$ cat src/rtl/cpu_8bit_pkg.sv
// Shared types for the 8-bit CPU microsequencer: opcodes, sequencer states,
// ALU operation codes and the control word that groups every datapath strobe.
package cpu_8bit_pkg;

    typedef enum logic [3:0] {
        OP_NOP = 4'h0,
        OP_LDA = 4'h1,
        OP_ADD = 4'h2,
        OP_SUB = 4'h3,
        OP_STA = 4'h4,
        OP_LDI = 4'h5,
        OP_JMP = 4'h6,
        OP_JC  = 4'h7,
        OP_JZ  = 4'h8,
        OP_HLT = 4'hF
    } opcode_t;

    typedef enum logic [2:0] {
        ST_T0_FETCH_ADDR  = 3'd0,
        ST_T1_FETCH_INSTR = 3'd1,
        ST_T2_DECODE      = 3'd2,
        ST_T3_EXEC        = 3'd3,
        ST_T4_EXEC        = 3'd4,
        ST_T5_EXEC        = 3'd5,
        ST_HALT           = 3'd6
    } state_t;

    localparam logic [3:0] ALU_OP_ADD = 4'h0;
    localparam logic [3:0] ALU_OP_SUB = 4'h1;

    // Strobes ending in n are active low; alu_sel and alu_flag_sel are active high.
    typedef struct packed {
        logic       pc_cntn;
        logic       pc_din;
        logic       pc_den;
        logic       mar_wrtn;
        logic       mem_rdn;
        logic       mem_wrtn;
        logic       ir_wrtn;
        logic       ir_rdn;
        logic       a_wrtn;
        logic       a_rdn;
        logic       b_wrtn;
        logic       b_rdn;
        logic       alu_sel;
        logic       alu_flag_sel;
        logic [3:0] alu_opcode;
        logic       cin;
    } ctrl_word_t;

    function automatic ctrl_word_t ctrl_idle();
        ctrl_word_t w;
        w.pc_cntn      = 1'b1;
        w.pc_din       = 1'b1;
        w.pc_den       = 1'b1;
        w.mar_wrtn     = 1'b1;
        w.mem_rdn      = 1'b1;
        w.mem_wrtn     = 1'b1;
        w.ir_wrtn      = 1'b1;
        w.ir_rdn       = 1'b1;
        w.a_wrtn       = 1'b1;
        w.a_rdn        = 1'b1;
        w.b_wrtn       = 1'b1;
        w.b_rdn        = 1'b1;
        w.alu_sel      = 1'b0;
        w.alu_flag_sel = 1'b0;
        w.alu_opcode   = 4'h0;
        w.cin          = 1'b0;
        return w;
    endfunction

endpackage

$ cat src/rtl/ctrl_ucode_decode.sv
// Combinational microcode decode: sequencer state plus latched opcode to the
// control word. Holds no state; the sequencer top owns the FSM register.
module ctrl_ucode_decode
    import cpu_8bit_pkg::*;
(
    input  state_t     i_state,
    input  opcode_t    i_opcode,
    input  logic       i_go,
    output ctrl_word_t o_ctrl
);

    always_comb begin
        o_ctrl = ctrl_idle();
        case (i_state)
            ST_T0_FETCH_ADDR: begin
                // When single-stepping, T0 idles until the step request is latched.
                if (i_go) begin
                    o_ctrl.pc_den   = 1'b0;
                    o_ctrl.mar_wrtn = 1'b0;
                end
            end
            ST_T1_FETCH_INSTR: begin
                o_ctrl.mem_rdn = 1'b0;
                o_ctrl.ir_wrtn = 1'b0;
                o_ctrl.pc_cntn = 1'b0;
            end
            ST_T3_EXEC: begin
                case (i_opcode)
                    OP_LDA, OP_ADD, OP_SUB, OP_STA: begin
                        o_ctrl.ir_rdn   = 1'b0;
                        o_ctrl.mar_wrtn = 1'b0;
                    end
                    OP_LDI: begin
                        o_ctrl.ir_rdn = 1'b0;
                        o_ctrl.a_wrtn = 1'b0;
                    end
                    OP_JMP, OP_JC, OP_JZ: begin
                        o_ctrl.ir_rdn = 1'b0;
                        o_ctrl.pc_din = 1'b0;
                    end
                    default: ;
                endcase
            end
            ST_T4_EXEC: begin
                case (i_opcode)
                    OP_LDA: begin
                        o_ctrl.mem_rdn = 1'b0;
                        o_ctrl.a_wrtn  = 1'b0;
                    end
                    OP_ADD, OP_SUB: begin
                        o_ctrl.mem_rdn = 1'b0;
                        o_ctrl.b_wrtn  = 1'b0;
                    end
                    OP_STA: begin
                        o_ctrl.a_rdn    = 1'b0;
                        o_ctrl.mem_wrtn = 1'b0;
                    end
                    default: ;
                endcase
            end
            ST_T5_EXEC: begin
                if (i_opcode == OP_ADD || i_opcode == OP_SUB) begin
                    o_ctrl.alu_sel      = 1'b1;
                    o_ctrl.a_wrtn       = 1'b0;
                    o_ctrl.alu_flag_sel = 1'b1;
                    o_ctrl.alu_opcode   = (i_opcode == OP_SUB) ? ALU_OP_SUB : ALU_OP_ADD;
                    o_ctrl.cin          = (i_opcode == OP_SUB);
                end
            end
            default: ;
        endcase
    end

endmodule

$ cat src/rtl/cpu_ctrl_sequencer.sv
// Fetch/decode/execute microsequencer for the 8-bit CPU datapath.
// Optional CPU_SINGLE_STEP_EN adds i_step and gates each instruction start on it.
module cpu_ctrl_sequencer
    import cpu_8bit_pkg::*;
(
    input  logic       i_clk,
    input  logic       i_rst,
`ifdef CPU_SINGLE_STEP_EN
    input  logic       i_step,
`endif
    input  logic [7:0] i_ir_data,
    input  logic       i_zr,
    input  logic       i_co,
    output logic       o_pc_cntn,
    output logic       o_pc_din,
    output logic       o_pc_den,
    output logic       o_mar_wrtn,
    output logic       o_mem_rdn,
    output logic       o_mem_wrtn,
    output logic       o_ir_wrtn,
    output logic       o_ir_rdn,
    output logic       o_a_wrtn,
    output logic       o_a_rdn,
    output logic       o_b_wrtn,
    output logic       o_b_rdn,
    output logic       o_alu_sel,
    output logic       o_alu_flag_sel,
    output logic [3:0] o_alu_opcode,
    output logic       o_cin,
    output logic       o_halted
);

    state_t     r_state;
    opcode_t    r_opcode;
    opcode_t    w_ir_op;
    logic       w_go;
    ctrl_word_t w_ctrl;
    ctrl_word_t w_out;
    logic       w_unused_operand;

    assign w_ir_op = opcode_t'(i_ir_data[7:4]);
    // The operand nibble is routed by the datapath itself, never by the sequencer.
    assign w_unused_operand = ^i_ir_data[3:0];

`ifdef CPU_SINGLE_STEP_EN
    logic r_go;
    assign w_go = r_go;
`else
    assign w_go = 1'b1;
`endif

    always_ff @(posedge i_clk) begin
        if (i_rst) begin
            r_state  <= ST_T0_FETCH_ADDR;
            r_opcode <= OP_NOP;
`ifdef CPU_SINGLE_STEP_EN
            r_go     <= 1'b0;
`endif
        end else begin
`ifdef CPU_SINGLE_STEP_EN
            // Sample i_step while waiting in T0 and on the edge that returns to T0.
            if (r_state != ST_T0_FETCH_ADDR || !r_go)
                r_go <= i_step;
`endif
            case (r_state)
                ST_T0_FETCH_ADDR: begin
                    if (w_go)
                        r_state <= ST_T1_FETCH_INSTR;
                end
                ST_T1_FETCH_INSTR: r_state <= ST_T2_DECODE;
                ST_T2_DECODE: begin
                    r_opcode <= w_ir_op;
                    case (w_ir_op)
                        OP_LDA, OP_ADD, OP_SUB, OP_STA, OP_LDI, OP_JMP:
                            r_state <= ST_T3_EXEC;
                        OP_JC:   r_state <= i_co ? ST_T3_EXEC : ST_T0_FETCH_ADDR;
                        OP_JZ:   r_state <= i_zr ? ST_T3_EXEC : ST_T0_FETCH_ADDR;
                        OP_HLT:  r_state <= ST_HALT;
                        default: r_state <= ST_T0_FETCH_ADDR;
                    endcase
                end
                ST_T3_EXEC: begin
                    if (r_opcode == OP_LDA || r_opcode == OP_ADD ||
                        r_opcode == OP_SUB || r_opcode == OP_STA)
                        r_state <= ST_T4_EXEC;
                    else
                        r_state <= ST_T0_FETCH_ADDR;
                end
                ST_T4_EXEC: begin
                    if (r_opcode == OP_ADD || r_opcode == OP_SUB)
                        r_state <= ST_T5_EXEC;
                    else
                        r_state <= ST_T0_FETCH_ADDR;
                end
                ST_T5_EXEC: r_state <= ST_T0_FETCH_ADDR;
                ST_HALT:    r_state <= ST_HALT;
                default:    r_state <= ST_T0_FETCH_ADDR;
            endcase
        end
    end

    ctrl_ucode_decode u_decode (
        .i_state  (r_state),
        .i_opcode (r_opcode),
        .i_go     (w_go),
        .o_ctrl   (w_ctrl)
    );

    // Reset forces every strobe inactive so an aborted instruction cannot write on the reset edge.
    always_comb begin
        w_out = w_ctrl;
        if (i_rst)
            w_out = ctrl_idle();
    end

    assign o_pc_cntn      = w_out.pc_cntn;
    assign o_pc_din       = w_out.pc_din;
    assign o_pc_den       = w_out.pc_den;
    assign o_mar_wrtn     = w_out.mar_wrtn;
    assign o_mem_rdn      = w_out.mem_rdn;
    assign o_mem_wrtn     = w_out.mem_wrtn;
    assign o_ir_wrtn      = w_out.ir_wrtn;
    assign o_ir_rdn       = w_out.ir_rdn;
    assign o_a_wrtn       = w_out.a_wrtn;
    assign o_a_rdn        = w_out.a_rdn;
    assign o_b_wrtn       = w_out.b_wrtn;
    assign o_b_rdn        = w_out.b_rdn;
    assign o_alu_sel      = w_out.alu_sel;
    assign o_alu_flag_sel = w_out.alu_flag_sel;
    assign o_alu_opcode   = w_out.alu_opcode;
    assign o_cin          = w_out.cin;
    assign o_halted       = !i_rst && (r_state == ST_HALT);

endmodule

$ cat config.mk
export PLATFORM = sky130hd
export DESIGN_NAME = cpu_ctrl_sequencer
export DESIGN_NICKNAME = d
export VERILOG_FILES = /design/src/rtl/cpu_8bit_pkg.sv /design/src/rtl/ctrl_ucode_decode.sv /design/src/rtl/cpu_ctrl_sequencer.sv
export SDC_FILE = /design/constraint.sdc
export NUM_CORES = 1
export LEC_CHECK = 0
export ABC_AREA = 0
export ABC_CLOCK_PERIOD_IN_PS = 1700
export BUFFER_PORTS_ARGS = -buffer_cell sky130_fd_sc_hd__buf_2
export CAP_MARGIN = 40
export CORE_UTILIZATION = 46
export CTS_BUF_LIST = sky130_fd_sc_hd__clkbuf_4
export DETAILED_ROUTE_END_ITERATION = 10
export GPL_TIMING_DRIVEN = 0
export PLACE_DENSITY = 0.81
export SYNTH_ARGS = -nofsm -noshare
export SYNTH_HDL_FRONTEND = slang
export SYNTH_SLANG_ARGS = --single-unit
$ cat constraint.sdc
create_clock -name i_clk -period 1.7 [get_ports i_clk]
set_clock_uncertainty 0.2 [all_clocks]
set_input_delay 0.085 -clock i_clk [delete_from_list [all_inputs] [get_ports i_clk]]
set_output_delay 0.085 -clock i_clk [all_outputs]
set_load 0.03 [all_outputs]
==> results of run 1 <==
==> state kept, by name, indices dropped and copies added (netlist names) <==
| name | flops |
|---|---|
| r_opcode | 4 |
| r_state | 3 |
==> area by class of cell <==
class	instances	area [µm²]
multi-input combinational	58	450.4
timing repair buffer	34	230.2
fill	83	195.2
sequential	7	152.6
buffer	11	91.34
clock buffer	4	30.03
inverter	5	18.77
tap	14	17.52
==> worst paths after layout <==
check	start	endpoint	slack [ns]	cells after the start
max	r_state[2]	o_mar_wrtn	-0.06	5
min	i_co	r_state[0]	0.06	4
max reg2reg	r_state[2]	r_state[2]	0.15	5
min reg2reg	r_opcode[0]	r_opcode[0]	0.37	2
==> worst min-delay path, cell delays in order <==
cell and delay [ns]:
buf_2 0.07, nand4b_1 0.11, nand4_1 0.09, o21ai_1 0.12
==> metal layers <==
metal / up-vias / track usage [%] / routed length (µm)
li1: 349 / - / -
met1: 347 / 29.62 / 767
met2: 33 / 57.50 / 1095
met3: 10 / 2.890 / 67
met4: 0 / 19.83 / 68
met5: - / 0 / 0
==> where the power goes <==
group	switching [mW]	internal (mW)	leakage [nW]
Sequential	0.0368	0.186	0.0602
Combinational	0.159	0.137	0.341
Clock	0.0658	0.106	0.0184
Total	0.262	0.428	0.419
==> stage by stage <==
stage	instance area, µm²	std cells	hold WS (ns)	setup slack (ns)	utilization, %
after global placement	772.0	120	0.1918	0.08306	65.08
final	991.0	133	0.06139	-0.05779	83.54
after CTS	965.9	134	0.05559	-0.05192	81.43
after global routing	991.0	133	0.1139	-0.1221	83.54
after floorplan	639.4	83	0.03220	-0.08210	-
after detailed placement	772.0	120	0.1981	0.05986	65.08
==> cell families (layout without fill, tap and decap cells) <==
logic type | Yosys count | in the layout | share of synthesized area (%)
compound gates | 10 | 10 | 11.22
simple gates | 39 | 39 | 40.68
other cells | 2 | 4 | 1.203
mux | 4 | 4 | 6.413
flops | 7 | 7 | 22.44
buf+inv | 18 | 54 | 16.63
xor+xnor | 1 | 1 | 1.403
==> cells in the mapped netlist (3+ instances only) <==
cell type / instances / area, µm²
nand3_1: 3 / 15.01
buf_4: 8 / 60.06
mux2i_1: 4 / 40.04
nand2_1: 6 / 22.52
inv_1: 5 / 18.77
dfxtp_1: 7 / 140.1
nor2_1: 9 / 33.78
buf_2: 4 / 20.02
nor3_1: 4 / 20.02
==> what timing repair did <==
item                       CTS  global route
hold endpoints to repair     4             0
pin swaps                    6             5
hold buffers                 4             0
setup buffers                7             0
resized for setup           22            13
gates cloned                 0             0
setup endpoints to repair   11            10
==> reports/qor.csv, run 1 <==
metric;value;unit
dr.pass1.iters;4;
vias_per_cell;5.556;
grtUsageTotal;30.02;%
critPathTopFamily;simple AND/OR/NAND/NOR gates;
grt_pass1_wl;2987;µm
die_x;38.84;µm
crit_path_start_kind;register;
violations;setup timing;
cts_buffer_depth;2;
ys.flop_type;dfxtp_1;
diodes;0;
avgSynthCellArea;7.708;µm²
crit_arrival;1.47;ns
powerDensity;696.0;mW/mm²
clock_latency;0.25;ns
grt_pass1_vias;704;
slowest_delay;0.31;ns
cts_buffers;3;
initial_core_util;52.64;%
gp_congestion;0.7690;
core;0.001186;mm²
crit_buf_inv;2;
crit_path_cell_trace;buf_6 -> and4bb_1 -> and4bb_1 -> nor2_1 -> buf_4;
timing.final.ws_setup;-0.05779;ns
cts.sinks;7;
ant_nets;0;
fin_tns_setup;-0.1762;ns
portBuffers;23;
path_max_fanout;6;
yosysSeqAreaShare;22.44;%
slew_violations;0;
htree_levels;1;
final_cell_mix;buf_2, buf_4, nor2_1;
drt_iter0_markers;5;
min_period_over_period;103.4;%
drc;0;
rows;12;
io_pins;32;
num-nets-final;132;
cap_violations;0;
fmax;568.9;MHz
overflow;0;
drive_gt1_share;53.78;%
vdd_ir_drop_max;0.6386;mV
yosys_warnings;0;
area_delta_synth_final;58.72;%
status;complete, but fails checks;
post_drt_wl_per_cell;15.02;µm
cp_common_cell;and4bb_1;
p_leak;0.4192;nW
root_buffer;clkbuf_4;
clk_pin_slew;0.06;ns
path_class;register to output pin;
synth-edff-count;0;
synthArstFlopShare;0;%
finalCriticalPeriod;1.758;ns
antenna_found_initial;0;
synthCells;81;
netlist_area;624.3;µm²
rsz0062_at_grt;yes;
worstSetupEndpointType;output pin;
setup_viol;4;
die_y;38.84;µm
fin_total_pwr;689.7;µW
worstHoldPathType;input pin to register;
place_hpwl;1162;µm
synth.distinct_cells;34;
slowest_stage;dfxtp_1;
hold_viol;0;
vias;739;
cts_tree;done;
grt_start_max_net_pins;11;
drt-total-wl;1998;µm
dieArea;0.001509;mm²
ys_ff_latch;7;
required;1.41;ns
Power figures use the tool's default switching activity.
==> inputs of run 2 (changes only) <==
--- a/config.mk
+++ b/config.mk
@@ -5,7 +5,7 @@
 export SDC_FILE = /design/constraint.sdc
 export NUM_CORES = 1
 export LEC_CHECK = 0
-export ABC_AREA = 0
+export ABC_AREA = 1
 export ABC_CLOCK_PERIOD_IN_PS = 1700
 export BUFFER_PORTS_ARGS = -buffer_cell sky130_fd_sc_hd__buf_2
 export CAP_MARGIN = 40
==> reports/qor.csv, run 2 <==
metric;value;unit;change
status;completed;;
area_delta_synth_final;46.59;%;
synth_commonest_cells;nand2_1, inv_1, nor2_1, buf_4, a21oi_1;;
clock_latency;0.25;ns;about the same
yosys_warnings;0;;unchanged
slew_violations;0;;unchanged
portBuffers;23;;unchanged
grt_pass1_wl;2297;µm;-23%
final_common_cell;buf_2;;
yosysMostFrequentCell;nand2_1;;
vias_per_cell;5.046;;-9.2%
hold_viol;0;;unchanged
fin_tns_setup;0;ns;+0.1762 ns
drc;0;;unchanged
yosysSeqAreaShare;22.49;%;+0.045 points
setup_viol;0;;-4
crit_path_start_kind;register;;
cts_buffer_depth;2;;unchanged
crit_arrival;1.38;ns;-0.09 ns
ant_nets;0;;unchanged
post_dp_cell_area;777.0;µm²;+0.65%
fmax;601.7;MHz;+5.8%
required;1.41;ns;about the same
path_class;register to output pin;;
dieArea;0.001506;mm²;-0.18%
holdWs;0.03514;ns;-0.02625 ns
cts.sinks;7;;unchanged
root_buffer;clkbuf_4;;
ys_ff_latch;7;;unchanged
avgSynthCellArea;6.049;µm²;-22%
core;0.001186;mm²;unchanged
netlist_area;623.1;µm²;-0.20%
largest_reg_flops;4;;unchanged
grt_pass1_vias;604;;-14%
gp_congestion;0.7471;;-2.8%
path_max_fanout;5;;-1
grt_start_max_net_pins;11;;unchanged
post_drt_wl_per_cell;11.17;µm;-26%
htree_levels;1;;unchanged
die_y;38.81;µm;about the same
clk_pin_slew;0.05;ns;about the same
drt-total-wl;1686;µm;-16%
cts_buffers;3;;unchanged
rows;12;;unchanged
finalCriticalPeriod;1.662;ns;-0.09594 ns
antenna_found_initial;0;;unchanged
synth.area.top_cells;dfxtp_1, nand2_1, buf_4;;
drt_iter0_markers;7;;+2
cts_tree;done;;
place_hpwl;1158;µm;-0.30%
powerDensity;666.7;mW/mm²;-4.2%
dr.pass1.iters;4;;unchanged
min_period_over_period;97.76;%;-5.6 points
design_area;913.4;µm²;-7.8%
synth_top_area_share;22.49;%;+0.045 points
rsz0062_at_grt;yes;;
die_x;38.81;µm;about the same
fin_total_pwr;608.9;µW;-12%
ys.flop_type;dfxtp_1;;
p_leak;0.4316;nW;+3.0%
reg_top3;r_opcode: 4 flops, r_state: 3 flops;;
synth.distinct_cells;23;;-32%
diodes;0;;unchanged
vdd_ir_drop_max;0.4741;mV;-26%
worstSetupEndpointType;output pin;;
cap_violations;0;;unchanged
synthArstFlopShare;0;%;unchanged
final_cell_mix;buf_2, nand2_1, nor2_1, inv_1, buf_4;;
grtUsageTotal;22.73;%;-7.3 points
num-nets-final;150;;+14%
io_pins;32;;unchanged
finish.utilization;77.00;%;-6.5 points
worstHoldPathType;input pin to register;;
drive_gt1_share;45.26;%;-8.5 points
vias;762;;+3.1%
overflow;0;;unchanged
regMostFlops;r_opcode;;
synthCells;103;;+27%
yosysTopAreaCell;dfxtp_1;;
initial_core_util;52.53;%;-0.11 points
synth-edff-count;0;;unchanged
run 2: area by class of cell:
| class | instances | area [µm²] |
|---|---|---|
| inverters | 15 | 56.30 |
| clock buffers | 4 | 30.03 |
| multi-input cells | 74 | 419.2 |
| flip-flops and latches | 7 | 151.4 |
| plain buffers | 9 | 67.56 |
| well taps | 14 | 17.52 |
| repair buffers | 28 | 171.4 |
| fillers | 96 | 272.8 |
run 2: cells by family after synthesis:
| logic type | Yosys count | share of synthesized area, % |
|---|---|---|
| DFF | 7 | 22.49 |
| and+or+nand+nor | 52 | 40.36 |
| AOI/OAI and AO/OA | 18 | 16.06 |
| buffers and inverters | 24 | 19.88 |
| other | 2 | 1.205 |
run 2: worst paths after layout:
kind                from           to  slack (ns)  cells past startpoint
min reg2reg  r_opcode[3]  r_opcode[3]        0.30                      2
max          r_opcode[1]   o_mar_wrtn        0.04                      7
min                i_rst  r_opcode[3]        0.04                      3
max reg2reg   r_state[2]  r_opcode[0]        0.37                      6
run 2: per-stage QoR:
step | std cells | worst slack [ns]
finish | 151 | 0.03815
global route | 151 | -0.03358
CTS | 150 | 0.0002317
detailed placement | 142 | 0.08161
global placement | 142 | 0.1075
floorplan | 105 | -0.02048
run 2: what timing repair did:
action / in CTS / in global routing
hold endpoints to repair: 4 / 0
pin swaps: 0 / 5
endpoints found under the setup margin: 7 / 8
buffers inserted: 0 / 1
resized for setup: 9 / 16
hold buffers: 4 / 0
run 2: metal layers:
metal | GRT usage (%) | wire [µm] | vias up
li1 | - | - | 391
met1 | 23.69 | 697 | 332
met2 | 42.08 | 867 | 33
met3 | 3.468 | 77 | 6
met4 | 12.93 | 43 | 0
met5 | 0 | 0 | -
run 2: critical path: stages (launching register included):
cell	delay, ns
dfxtp_4	0.38
inv_2	0.07
nand2_4	0.08
nand2_2	0.07
o21ai_2	0.07
nand2_1	0.10
o21a_1	0.18
buf_4	0.17
run 2: power by group:
| group | switching (mW) | internal [mW] | leakage, nW |
|---|---|---|---|
| Sequential | 0.0288 | 0.182 | 0.0599 |
| Combinational | 0.148 | 0.0840 | 0.353 |
| Clock | 0.0600 | 0.105 | 0.0184 |
